`src/rtl/vram_oam_arbiter.sv`:
```
// Arbitrates the VRAM and OAM ports between the CPU, the PPU fetch engine and
// the built-in OAM DMA engine, and returns tagged read data one cycle later.
module vram_oam_arbiter #(
  parameter int unsigned DMA_LEN  = 160,
  parameter int unsigned OAM_SIZE = 160
) (
  input  logic        clk,
  input  logic        rst,
  input  logic        LCD_EN,
  input  logic [1:0]  PPU_MODE,
  input  logic [15:0] CPU_ADDR,
  input  logic        CPU_RD,
  input  logic        CPU_WR,
  input  logic [7:0]  CPU_WDATA,
  output logic [7:0]  CPU_RDATA,
  input  logic        PPU_RD,
  input  logic [15:0] PPU_ADDR,
  output logic [7:0]  PPU_RDATA,
  output logic [12:0] VRAM_ADDR,
  output logic        VRAM_RD,
  output logic        VRAM_WR,
  output logic [7:0]  VRAM_WDATA,
  input  logic [7:0]  VRAM_RDATA,
  output logic [7:0]  OAM_ADDR,
  output logic        OAM_RD,
  output logic        OAM_WR,
  output logic [7:0]  OAM_WDATA,
  input  logic [7:0]  OAM_RDATA,
  output logic [15:0] SYS_ADDR,
  output logic        SYS_RD,
  input  logic [7:0]  SYS_RDATA,
  output logic        DMA_ACTIVE
);

  typedef enum logic [1:0] {StIdle, StSetup, StRd, StWr} dma_state_e;
  typedef enum logic [1:0] {TagNone, TagVram, TagOam, TagBlocked} src_tag_e;

  localparam logic [7:0]  IdxLast = 8'(DMA_LEN - 1);
  localparam logic [16:0] OamBase = 17'h0FE00;
  localparam logic [16:0] OamEnd  = 17'(32'h0000FE00 + OAM_SIZE);
  localparam logic [15:0] DmaReg  = 16'hFF46;

  dma_state_e state_q, state_d;
  logic [7:0] idx_q, idx_d;
  logic [7:0] src_q, src_d;
  src_tag_e   cpu_tag_q, cpu_tag_d;
  src_tag_e   ppu_tag_q, ppu_tag_d;

  logic dma_active, dma_rd, dma_wr;

  // Region decode
  logic cpu_in_vram, cpu_in_oam, ppu_in_vram, ppu_in_oam;
  assign cpu_in_vram = (CPU_ADDR[15:13] == 3'b100);
  assign ppu_in_vram = (PPU_ADDR[15:13] == 3'b100);
  assign cpu_in_oam  = ({1'b0, CPU_ADDR} >= OamBase) && ({1'b0, CPU_ADDR} < OamEnd);
  assign ppu_in_oam  = ({1'b0, PPU_ADDR} >= OamBase) && ({1'b0, PPU_ADDR} < OamEnd);

  // Ownership follows the current mode and DMA state with no registering
  logic ppu_owns_vram, ppu_scan_draw, ppu_owns_oam, cpu_owns_oam;
  assign ppu_owns_vram = LCD_EN && (PPU_MODE == 2'd3);
  assign ppu_scan_draw = LCD_EN && PPU_MODE[1];
  assign ppu_owns_oam  = !dma_active && ppu_scan_draw;
  assign cpu_owns_oam  = !dma_active && !ppu_scan_draw;

  logic cpu_vram_rd_gnt, cpu_vram_wr_gnt, ppu_vram_rd_gnt;
  logic cpu_oam_rd_gnt, cpu_oam_wr_gnt, ppu_oam_rd_gnt;
  logic dma_reg_wr;

  assign cpu_vram_rd_gnt = CPU_RD && cpu_in_vram && !ppu_owns_vram;
  assign cpu_vram_wr_gnt = CPU_WR && cpu_in_vram && !ppu_owns_vram;
  assign ppu_vram_rd_gnt = PPU_RD && ppu_in_vram && ppu_owns_vram;
  assign cpu_oam_rd_gnt  = CPU_RD && cpu_in_oam && cpu_owns_oam;
  assign cpu_oam_wr_gnt  = CPU_WR && cpu_in_oam && cpu_owns_oam;
  assign ppu_oam_rd_gnt  = PPU_RD && ppu_in_oam && ppu_owns_oam;
  assign dma_reg_wr      = CPU_WR && (CPU_ADDR == DmaReg);

  // DMA state register
  always_ff @(posedge clk or negedge rst) begin
    if (!rst) begin
      state_q <= StIdle;
      idx_q   <= '0;
      src_q   <= '0;
    end else begin
      state_q <= state_d;
      idx_q   <= idx_d;
      src_q   <= src_d;
    end
  end

  // DMA next state; an FF46 write restarts from any state
  always_comb begin
    state_d = state_q;
    idx_d   = idx_q;
    src_d   = src_q;
    case (state_q)
      StIdle:  ;
      StSetup: state_d = StRd;
      StRd:    state_d = StWr;
      StWr: begin
        if (idx_q == IdxLast) begin
          state_d = StIdle;
          idx_d   = '0;
        end else begin
          state_d = StRd;
          idx_d   = idx_q + 8'd1;
        end
      end
      default: state_d = StIdle;
    endcase
    if (dma_reg_wr) begin
      state_d = StSetup;
      src_d   = CPU_WDATA;
      idx_d   = '0;
    end
  end

  // DMA outputs
  always_comb begin
    dma_active = 1'b0;
    dma_rd     = 1'b0;
    dma_wr     = 1'b0;
    case (state_q)
      StIdle:  ;
      StSetup: dma_active = 1'b1;
      StRd: begin
        dma_active = 1'b1;
        dma_rd     = 1'b1;
      end
      StWr: begin
        dma_active = 1'b1;
        dma_wr     = 1'b1;
      end
      default: ;
    endcase
  end

  assign DMA_ACTIVE = dma_active;
  assign SYS_RD     = dma_rd;
  assign SYS_ADDR   = {src_q, idx_q};

  // VRAM port
  always_comb begin
    VRAM_ADDR  = ppu_owns_vram ? PPU_ADDR[12:0] : CPU_ADDR[12:0];
    VRAM_RD    = cpu_vram_rd_gnt || ppu_vram_rd_gnt;
    VRAM_WR    = cpu_vram_wr_gnt;
    VRAM_WDATA = CPU_WDATA;
  end

  // OAM port
  always_comb begin
    OAM_ADDR  = CPU_ADDR[7:0];
    OAM_RD    = cpu_oam_rd_gnt;
    OAM_WR    = cpu_oam_wr_gnt;
    OAM_WDATA = CPU_WDATA;
    if (dma_active) begin
      OAM_ADDR  = idx_q;
      OAM_RD    = 1'b0;
      OAM_WR    = dma_wr;
      OAM_WDATA = SYS_RDATA;
    end else if (ppu_owns_oam) begin
      OAM_ADDR  = PPU_ADDR[7:0];
      OAM_RD    = ppu_oam_rd_gnt;
      OAM_WR    = 1'b0;
    end
  end

  // Read-return source tags
  always_comb begin
    cpu_tag_d = TagNone;
    if (CPU_RD) begin
      if (cpu_in_vram) begin
        cpu_tag_d = cpu_vram_rd_gnt ? TagVram : TagBlocked;
      end else if (cpu_in_oam) begin
        cpu_tag_d = cpu_oam_rd_gnt ? TagOam : TagBlocked;
      end
    end
  end

  always_comb begin
    ppu_tag_d = TagNone;
    if (PPU_RD) begin
      if (ppu_in_vram) begin
        ppu_tag_d = ppu_vram_rd_gnt ? TagVram : TagBlocked;
      end else if (ppu_in_oam) begin
        ppu_tag_d = ppu_oam_rd_gnt ? TagOam : TagBlocked;
      end
    end
  end

  always_ff @(posedge clk or negedge rst) begin
    if (!rst) begin
      cpu_tag_q <= TagNone;
      ppu_tag_q <= TagNone;
    end else begin
      cpu_tag_q <= cpu_tag_d;
      ppu_tag_q <= ppu_tag_d;
    end
  end

  always_comb begin
    case (cpu_tag_q)
      TagVram: CPU_RDATA = VRAM_RDATA;
      TagOam:  CPU_RDATA = OAM_RDATA;
      default: CPU_RDATA = 8'hFF;
    endcase
    case (ppu_tag_q)
      TagVram: PPU_RDATA = VRAM_RDATA;
      TagOam:  PPU_RDATA = OAM_RDATA;
      default: PPU_RDATA = 8'hFF;
    endcase
  end

endmodule

```
`config.mk`:
```
export PLATFORM = sky130hd
export DESIGN_NAME = vram_oam_arbiter
export DESIGN_NICKNAME = d
export VERILOG_FILES = /design/src/rtl/vram_oam_arbiter.sv
export SDC_FILE = /design/constraint.sdc
export NUM_CORES = 1
export LEC_CHECK = 0
export CAP_MARGIN = 40
export CELL_PAD_IN_SITES_DETAIL_PLACEMENT = 0
export CELL_PAD_IN_SITES_GLOBAL_PLACEMENT = 2
export CORE_UTILIZATION = 18
export DETAILED_ROUTE_END_ITERATION = 8
export GPL_ROUTABILITY_DRIVEN = 0
export PLACE_DENSITY_LB_ADDON = 0.1
export SETUP_SLACK_MARGIN = 0.2
export SYNTH_ARGS = -nofsm -noshare
export SYNTH_HDL_FRONTEND = slang
export SYNTH_SLANG_ARGS = --single-unit
```
`constraint.sdc`:
```
create_clock -name clk -period 3.26 [get_ports clk]
set_input_delay 0.652 -clock clk [delete_from_list [all_inputs] [get_ports clk]]
set_output_delay 0.652 -clock clk [all_outputs]
set_load 0.1 [all_outputs]
```
==> results.txt, run 1 <==
The fmax is 0.332 GHz. For the relative slew slack, the log shows 0.643. STA classifies the critical path startpoint as an input port. After routing, the total negative slack on setup checks comes to 0 ps. The final routed wirelength across all metal layers is 7190 µm. The first global-routing pass estimated 11300 µm of wire. Entering global routing, the biggest net connects 23 pins.

The final antenna diode count is 0. The number of slew-limit violations in the final report is 0. The area fraction of the dominant cell type after synthesis works out to 0.295.

The logs give 1 for the H-tree depth reported by CTS and 0 for the antenna violation net count after detailed routing. The share of post-route cells with drive strength above 1 was 0.325. The Yosys step of the flow raised 0 warnings. Clock skew on the completed layout was measured at 17.0 ps. The number of global-route vias before repair was 2135; the number of storage elements in the synthesis netlist was 22.

The analysis attributes to cell leakage a power of 1.68 nW. TritonCTS built the clock tree. The hold-fix buffer count after cts is 0, and the worst endpoint required time is 2610 ps. The prevailing post-synth register cell is dfrtp_1. During placement, the flow inserted port buffers numbering 146. The logs give 432 for the total number of nets in the final design and 36 for the placement row count.

At the pin with the least slew margin, the transition time is 534 ps. The length of the first detailed-routing pass in iterations came out at 4. The full die area is 10800 µm², and the share of the yosys chip area belonging to registers is 0.295. Share of the clock period used by the worst path: 0.925.

Among all cell types in the netlist, the one instantiated most often is nand2_1. The share of async-settable or async-resettable flops after synthesis is 1.00, and the final critical-path required period is 3010 ps. The count of boundary I/O pins is 147, and the overall die width is 104 µm. The run finished with clean final reports. Across the run, the number of max-cap violations was 0.

Power spread over the standard cell area amounts to 434 nW/µm². Averaged over all synthesized cells, the footprint is 8.59 µm². In the final routed layout, each cell accounts on average for 14.8 µm.

The cell family contributing the most delay on the critical path is simple AND/OR/NAND/NOR gates. The maximum number of buffers from clock root to sink was 2; the layout overhead on the synthesized area was 93.9%. The total global-route track usage is 0.132.

The tools report the master cell of the clock root buffer as clkbuf_8. The worst path arrival time was 2360 ps; the final design utilization was 0.365. The violation count after the first detailed-route iteration was 108; the post-synthesis net count was 294. Library cell occupying the most area in the post-synthesis netlist: dfrtp_1.

For the sum of overflow across all layers after global routing, the log shows 0. The height of the die came out at 104 µm. Buffers inserted during clock tree synthesis total 3.

The run gives 2149 as the number of vias in the routed layout. The number of standard cells after synthesis is 217, and the buffers plus inverters on the worst setup path is 2. Detailed placement ended at an HPWL of 5690 µm. The run gives 9910 µm² as the placeable core area. The run gives 22 as the number of sinks driven by the clock tree.

After clock tree synthesis, the clock-pin slew on the worst setup and hold paths is 70 ps. The slowest stage of the critical path belongs to the cell or4b_4. Setup repair after global routing could not meet its margin everywhere. The commonest cells after synthesis are 42 x nand2_1, 22 x dfrtp_1, 21 x mux2_2. The run gives 0.188 as the initial standard-cell utilization of the core.

The tools report the clock latency of the later-clocked register in the worst-skew pair as 270 ps. The class of the tightest hold or removal check was reg -> reg. The maximum fanout count along the critical path came out at 2.

Walking the worst path, the cells encountered are clkdlybuf4s50_1 -> nand3b_1 -> or4b_4 -> or2_1 -> a21oi_2 -> buf_12. The longest individual stage delay on the worst path was 500 ps. The type of destination of the critical path was a primary output. After detailed routing, the number of vias per cell comes to 4.41. The setup path with the least slack is of type in -> out. Sorting the synthesized cells by area gives the leading types as dfrtp_1 30%, mux2_2 13%, a221o_1 8.6%. The mapped netlist covers 1860 µm². The number of endpoints with negative hold slack in the final report is 0, and the internal reg-to-reg setup slack is 1570 ps. VDD sags by at most 0.476 mV. The count of cell types in the netlist is 40, and the final routed DRC violation total is 0.

Number of antenna violations at the first check in global routing: 0. Counting flops with a built-in enable in the synthesized netlist gives 0. The number of setup violations in the final report came out at 0.
==> cells by family (layout without fill, tap and decap cells) <==
logic type	after synthesis	after routing	share of synthesized area
xor gates and xnor gates	3	3	0.0141
buffers and inverters	27	164	0.0832
DFF	22	22	0.295
adders and majority gates	5	5	0.0336
and+or+nand+nor	89	89	0.240
AOI/OAI and AO/OA	42	42	0.164
muxes	29	29	0.170
==> per-stage QoR <==
stage / hold slack [ps] / instance area (µm²) / std cells / setup WS [ps] / power [W]
after CTS: 518 / 3570 / 483 / 204 / 0.00159
after detailed placement: 499 / 3510 / 479 / 100 / 0.00138
after global placement: 490 / 3510 / 479 / 101 / 0.00138
after global routing: 524 / 3610 / 487 / 168 / 0.00164
after floorplan: 356 / 1870 / 217 / 90.8 / 0.00102
final: 511 / 3610 / 487 / 246 / 0.00157
==> final timing paths <==
check,depth (start not counted),to,from
worst min-delay path,1,src_q[3],src_q[3]
worst min register to register,1,src_q[3],src_q[3]
max in group asynchronous,2,ppu_tag_q[0],rst
worst max register to register,5,ppu_tag_q[0],state_q[1]
worst max-delay path,6,OAM_RD,PPU_ADDR[9]
min in group asynchronous,2,idx_q[4],rst
==> final cells by class <==
class,instances,area (µm²)
tap,133,166
fill,1043,6290
inverter,7,30.0
multi-input combinational,168,1170
timing repair buffer,153,1650
sequential,22,551
clock buffer,4,55.1
==> placed cells by master (no fill, tap or decap), types with 4 or more instances in the layout <==
master            n
o21ai_0           7
o21ai_1           9
buf_12           25
a221o_1          16
ha_1              5
nor2_1           11
nand4_1           6
buf_4            57
dfrtp_1          22
inv_1             6
nand2_1          42
clkbuf_8          4
mux2_2           21
clkdlybuf4s50_1  65
mux2i_1           8
dlymetal6s2s_1    4
nand3_1           9
==> power by group <==
part	leakage, nW	switching [W]	internal (W)	total (W)
clock	0.0288	0.0000927	0.000108	0.000200
sequential	0.275	0.0000408	0.000297	0.000338
combinational	1.37	0.000703	0.000329	0.00103
total	1.68	0.000836	0.000734	0.00157
==> registers in the layout, indices dropped and copies added, names as in the netlist <==
name / flops
idx_q: 8
src_q: 8
cpu_tag_q: 2
ppu_tag_q: 2
state_q: 2
==> routing by layer <==
| layer | routed length, µm | vias to the layer above | track usage |
|---|---|---|---|
| met3 | 644 | 2 | 0.0472 |
| li1 | - | 1058 | - |
| met2 | 3180 | 103 | 0.205 |
| met5 | 0 | - | 0 |
| met1 | 3330 | 986 | 0.175 |
| met4 | 38 | 0 | 0.0245 |
==> what timing repair did <==
action | CTS | global route
pin swaps | 4 | 3
buffers inserted | 0 | 4
resized for setup | 4 | 6
cloned | 0 | 0
endpoints found under the setup margin | 1 | 4
Power figures use the tool's default switching activity.
==> run 2, diff against run 1 <==
--- a/config.mk
+++ b/config.mk
@@ -9,4 +9,5 @@
 export CELL_PAD_IN_SITES_DETAIL_PLACEMENT = 0
 export CELL_PAD_IN_SITES_GLOBAL_PLACEMENT = 2
+export CORE_MARGIN = 2
 export CORE_UTILIZATION = 18
 export DETAILED_ROUTE_END_ITERATION = 8
==> constraint.sdc (replaced) <==
create_clock -name clk -period 3.26 [get_ports clk]
set_input_delay 0.326 -clock clk [delete_from_list [all_inputs] [get_ports clk]]
set_output_delay 0.326 -clock clk [all_outputs]
set_load 0.1 [all_outputs]
==> results.txt, run 2 (synthesis gave the netlist of run 1 again) <==
In this run, post-CTS repair resized a total of 0 instances. The logs give 6820 µm for the final routed wirelength across all metal layers and 147 for the count of boundary I/O pins. Depth of the worst register-to-register path: 5. TritonCTS built the clock tree. The maximum number of pins on one net before global-route repair is 29. Launch point of the worst reg-to-reg path: state_q[1].

The endpoint identified for the worst register-to-register timing path is ppu_tag_q[0]. The number of endpoints with negative hold slack in the final report was 0. The tools report the full die area as 11200 µm². The tools report the met2 wirelength from detailed routing as 3110 µm. The tools report the placeable core area as 10200 µm². Of all nets on the critical path, the largest fanout is 3. The longest individual stage delay on the worst path is 490 ps. The layout overhead on the synthesized area works out to 92.3%. The clock latency of the later-clocked register in the worst-skew pair was 260 ps. The tools report the sum of overflow across all layers after global routing as 0. Leaving out fill and tap cells, the most frequent cells in the layout are 85 x clkdlybuf4s50_1, 61 x buf_4, 42 x nand2_1. Number of slew-limit violations in the final report: 0. The worst path meets setup with 847 ps of slack. The first TritonRoute pass finished after 4 iterations. For the violation count after the first detailed-route iteration, the log shows 59. After detailed routing, no signal wire sits above met4. The min-delay analysis places its worst path in the category in -> async. The fmax was 0.414 GHz; the total number of nets in the final design was 442. Number of sinks driven by the clock tree: 22. The tools report the number of setup violations in the final report as 0.

Once layout is done, the placed cells without fillers occupy 3580 µm². The final critical-path required period came out at 2410 ps. The capturing instance or port of the critical path was OAM_RD. The area after detailed placement is 3530 µm².

The library cell used most frequently in the layout, excluding fill and tap cells, is clkdlybuf4s50_1. In this run the remaining antenna-violating nets after routing total 0. The estimated wirelength of the detail-placed design is 5730 µm. Height of the die: 106 µm.

The run finished with clean final reports. After clock tree synthesis, the clock-pin slew on the worst setup and hold paths is 80 ps. In this design, the largest share of critical-path delay is due to simple AND/OR/NAND/NOR gates. The number of hold buffers added after CTS was 0. Counting the buffers created by CTS gives 3. The logs give 0 for the number of buffers inserted by post-CTS setup repair and 0 ps for the final-layout setup total negative slack. Between clock sinks in the finished design, the worst skew comes to 2.05 ps. Data arrives at the worst endpoint at 2090 ps. In this run the core area contains 37 standard-cell rows.

The critical path starts at PPU_ADDR[6]. The detailed-route vias per instance works out to 4.27. At the worst endpoint, the required time is 2930 ps. Final design utilization: 0.352.

The number of antenna violations at the first check in global routing was 0. The initial standard-cell utilization of the core is 0.183. For the total leakage power, the log shows 1.62 nW. The launching element type of the critical path was an input port.

The number of global-route vias before repair was 2146; the wire length per cell after detailed routing was 13.6 µm. The signal on the critical path passes through clkdlybuf4s50_1 -> o21ai_0 -> or4b_4 -> or2_0 -> a21oi_2 -> buf_12. The tools report the pre-CTS setup slack as 799 ps. Setup repair after global routing left no endpoint under its margin. The relative slew slack is 0.641, and the share of post-route cells with drive strength above 1 is 0.297. In this run the register-to-register setup slack is 1710 ps.

The worst setup path is captured at a primary output. In the final routing, the length of wire on met1 measures 3040 µm. Among all stages on the critical path, the largest delay is contributed by or4b_4. For the H-tree depth reported by CTS, the log shows 1. The largest registers in the layout are idx_q x8, src_q x8.

The critical path is of the in -> out type. The critical path crosses 6 cells after its start point. The total global-route track usage is 0.120, and the final routed DRC violation total is 0. The first global-routing pass estimated 10900 µm of wire.

The share of the clock period used by the worst path is 0.740. In this run the power density over the cells is 425 nW/µm². The completed layout was analyzed and its total power is 0.00152 W.

The critical path contains buffers and inverters numbering 2 combined. Across the run, the number of max-cap violations was 0. The actual slew at the worst max-slew pin is 538 ps. Port buffering added 146 buffers. The die is 106 µm wide.

Counting along the longest clock path gives a buffer depth of 2. For the met3 wirelength from detailed routing, the log shows 586 µm. The worst-case IR drop observed on VDD is 0.275 mV. The final route contains 2137 vias. The repair_antennas step left the layout with diodes totalling 0. The tools report the master cell of the clock root buffer as clkbuf_8.
[run 2: worst min-delay path by stage]
stage | endpoint | cells after the start | from | slack [ps]
finish | idx_q[6] | 1 | rst | 340
detailed placement | src_q[3] | 1 | src_q[3] | 490
floorplan | cpu_tag_q[0] | 0 | rst | 30
global placement | src_q[0] | 1 | src_q[0] | 490
global route | idx_q[6] | 1 | rst | 360
CTS | idx_q[6] | 1 | rst | 350
[run 2: layout make-up]
| cell class | count | area, µm² |
|---|---|---|
| Clock buffer | 4 | 55.1 |
| Fill cell | 1079 | 6600 |
| Inverter | 7 | 26.3 |
| Multi-Input combinational cell | 168 | 1160 |
| Sequential cell | 22 | 551 |
| Tap cell | 136 | 170 |
| Timing Repair Buffer | 163 | 1620 |
[run 2: stage by stage]
step                hold WS (ps)  cells
floorplan                   30.4    217
global placement             488    481
detailed placement           493    496
CTS                          345    500
global route                 358    500
finish                       345    500
[run 2: where the power goes]
part           switching, W  internal (W)
Clock             0.0000873      0.000108
Sequential        0.0000442      0.000297
Combinational      0.000690      0.000297
Total              0.000821      0.000702
[run 2: metal layers]
layer  global-route usage  vias to the layer above
met5                    0                        -
li1                     -                     1075
met4               0.0320                        0
met1                0.151                      965
met2                0.202                       91
met3               0.0309                        6
==> run 3, diff against run 2 <==
CORE_UTILIZATION = 17   (was 18)
clock period = 2.25 ns   (was 3.26 ns; I/O delays follow)
==> results.txt, run 3 (synthesis gave the netlist of run 1 again) <==
The flow ran to the end, and the final reports show no timing, DRC or antenna violations. The clock reaches the later pin of the worst-skew pair after 270 ps. The estimated wirelength of the detail-placed design came out at 6130 µm. For the number of endpoints with negative hold slack in the final report, the log shows 0.

Setup repair after global routing left no endpoint under its margin. The number of antenna diodes in the final layout is 0. Data on the critical path is required at its endpoint by 2030 ps.

In this run the worst path has a maximum fanout of 3. The final routed DRC violation total was 0; the number of global-route vias before repair was 2261. The internal power of the cells totals 0.00120 W. Using the TritonRoute via totals, the vias-per-cell ratio works out to 4.43. The power share of the combinational group is 0.644. Entering global routing, the biggest net connects 23 pins.

For the pin with the worst max-slew slack, the measured transition is 433 ps. In the final timing run, aggregate negative setup slack is 0 ps. In the layout the commonest cells are 59 x clkdlybuf4s50_1, 50 x buf_12, 42 x nand2_1. The final routed wirelength across all metal layers came out at 7460 µm.

In this run the static leakage power is 1.82 nW. The worst setup path is of the in -> out kind. Counting the buffers created by CTS gives 3. Sequential power share: 0.201. For this run the aggregate overflow at the end of global routing stands at 0.

The smallest clock period supported by the final layout is computed as 1990 ps. The tool flagged a number of max-cap violations equal to 0. The tools report the type of destination of the critical path as a primary output.

Length of the first detailed-routing pass in iterations: 4. Share of the clock period used by the worst path: 0.885. During placement, the flow inserted port buffers numbering 146. The number of buffers inserted by post-CTS setup repair is 0.

Commonest non-fill, non-tap cell in the layout: clkdlybuf4s50_1. For the total global-route track usage, the log shows 0.124. The net count of the finished layout is 435.

The relative slew slack is 0.711, and the full die area is 11800 µm². The number of antenna violations at the first check in global routing was 0; the number of vias in the routed layout was 2202. Launching element type of the critical path: an input port.

The share of post-route cells with drive strength above 1 is 0.353, and the switching share of power is 0.506. In this run, post-CTS hold repair placed 0 buffers. The logs give 299 ps for the hold slack and 38 for the placement row count. Class of the tightest hold or removal check: in -> async. The floorplan step defined a core boundary enclosing 10800 µm². Summed over all nets, the switching power comes to 0.00122 W. The number of slew-limit violations in the final report is 0, and the antenna violation net count after detailed routing is 0. The violation count after the first detailed-route iteration was 85. The share of power burned in the clock network was 0.155. The die is 109 µm tall. The tools report the number of setup violations in the final report as 0.

The H-tree depth reported by CTS came out at 1. The master cell of the clock root buffer is clkbuf_8. First-pass GRT wire length: 11600 µm. The number of sinks driven by the clock tree was 22; the worst path arrival time was 1770 ps. For the count of boundary I/O pins, the log shows 147.

The final design utilization was 0.369. The wire length per cell after detailed routing is 15.0 µm. The largest registers in the layout are idx_q x8, src_q x8. The clock transition at the registers of the reported paths is 90 ps. Fmax: 0.502 GHz. The clock passes through at most 2 buffers. Layout overhead on the synthesized area: 114%.

In this run the power density over the cells is 608 nW/µm². Clock skew on the completed layout was measured at 12.5 ps. TritonCTS built the clock tree. The peak ir drop on the vdd network was 0.564 mV; the overall die width was 109 µm.

The initial standard-cell utilization of the core was 0.173.
-- run 3: repair_timing --
item / CTS / global route
endpoints found under the setup margin: 1 / 2
gates resized for setup: 16 / 6
pin swaps: 6 / 3
cloned: 0 / 0
-- run 3: final timing paths --
path | start | end | slack [ps] | cells past startpoint
min reg2reg | src_q[4] | src_q[4] | 510 | 1
min | rst | idx_q[2] | 300 | 2
max | PPU_ADDR[8] | OAM_RD | 260 | 6
max in group asynchronous | rst | state_q[1] | 1680 | 2
min in group clk | PPU_ADDR[13] | ppu_tag_q[1] | 460 | 3
max reg2reg | idx_q[0] | idx_q[7] | 710 | 4
-- run 3: metrics by stage --
| step | instances | total power (W) | instance area, µm² | setup WS, ps |
|---|---|---|---|---|
| 4_1_cts | 497 | 0.00246 | 3970 | 227 |
| 2_1_floorplan | 217 | 0.00148 | 1890 | -243 |
| 3_5_place_dp | 493 | 0.00207 | 3910 | -90.0 |
| 6_report | 497 | 0.00242 | 3980 | 258 |
| 3_3_place_gp | 493 | 0.00207 | 3910 | -53.6 |
| 5_1_grt | 497 | 0.00254 | 3980 | 202 |
-- run 3: routing by layer --
metal | track usage | routed length (µm)
met1 | 0.157 | 3140
met2 | 0.202 | 3440
met3 | 0.0424 | 799
met4 | 0.0311 | 79
met5 | 0 | 0
-- run 3: area by class of cell --
class	instances	area (µm²)
clock buffer	3	41.3
clock inverter	1	30.0
fill	1110	6810
inverter	7	26.3
multi-input combinational	168	1190
sequential	22	553
tap	140	175
timing repair buffer	156	1960
-- run 3: critical path: stages --
cell	delay, ps
dlygate4sd2_1	250
nand3b_1	160
or4b_4	500
or2_4	250
a21oi_4	170
buf_12	190
-- run 3: power groups by stage --
| stage | Combinational [W] | Clock [W] | Sequential [W] |
|---|---|---|---|
| after floorplan | 0.000790 | 0 | 0.000692 |
| after global placement | 0.00158 | 0 | 0.000492 |
| after detailed placement | 0.00157 | 0 | 0.000495 |
| after CTS | 0.00157 | 0.000399 | 0.000486 |
| after global routing | 0.00163 | 0.000412 | 0.000495 |
| final | 0.00156 | 0.000376 | 0.000485 |
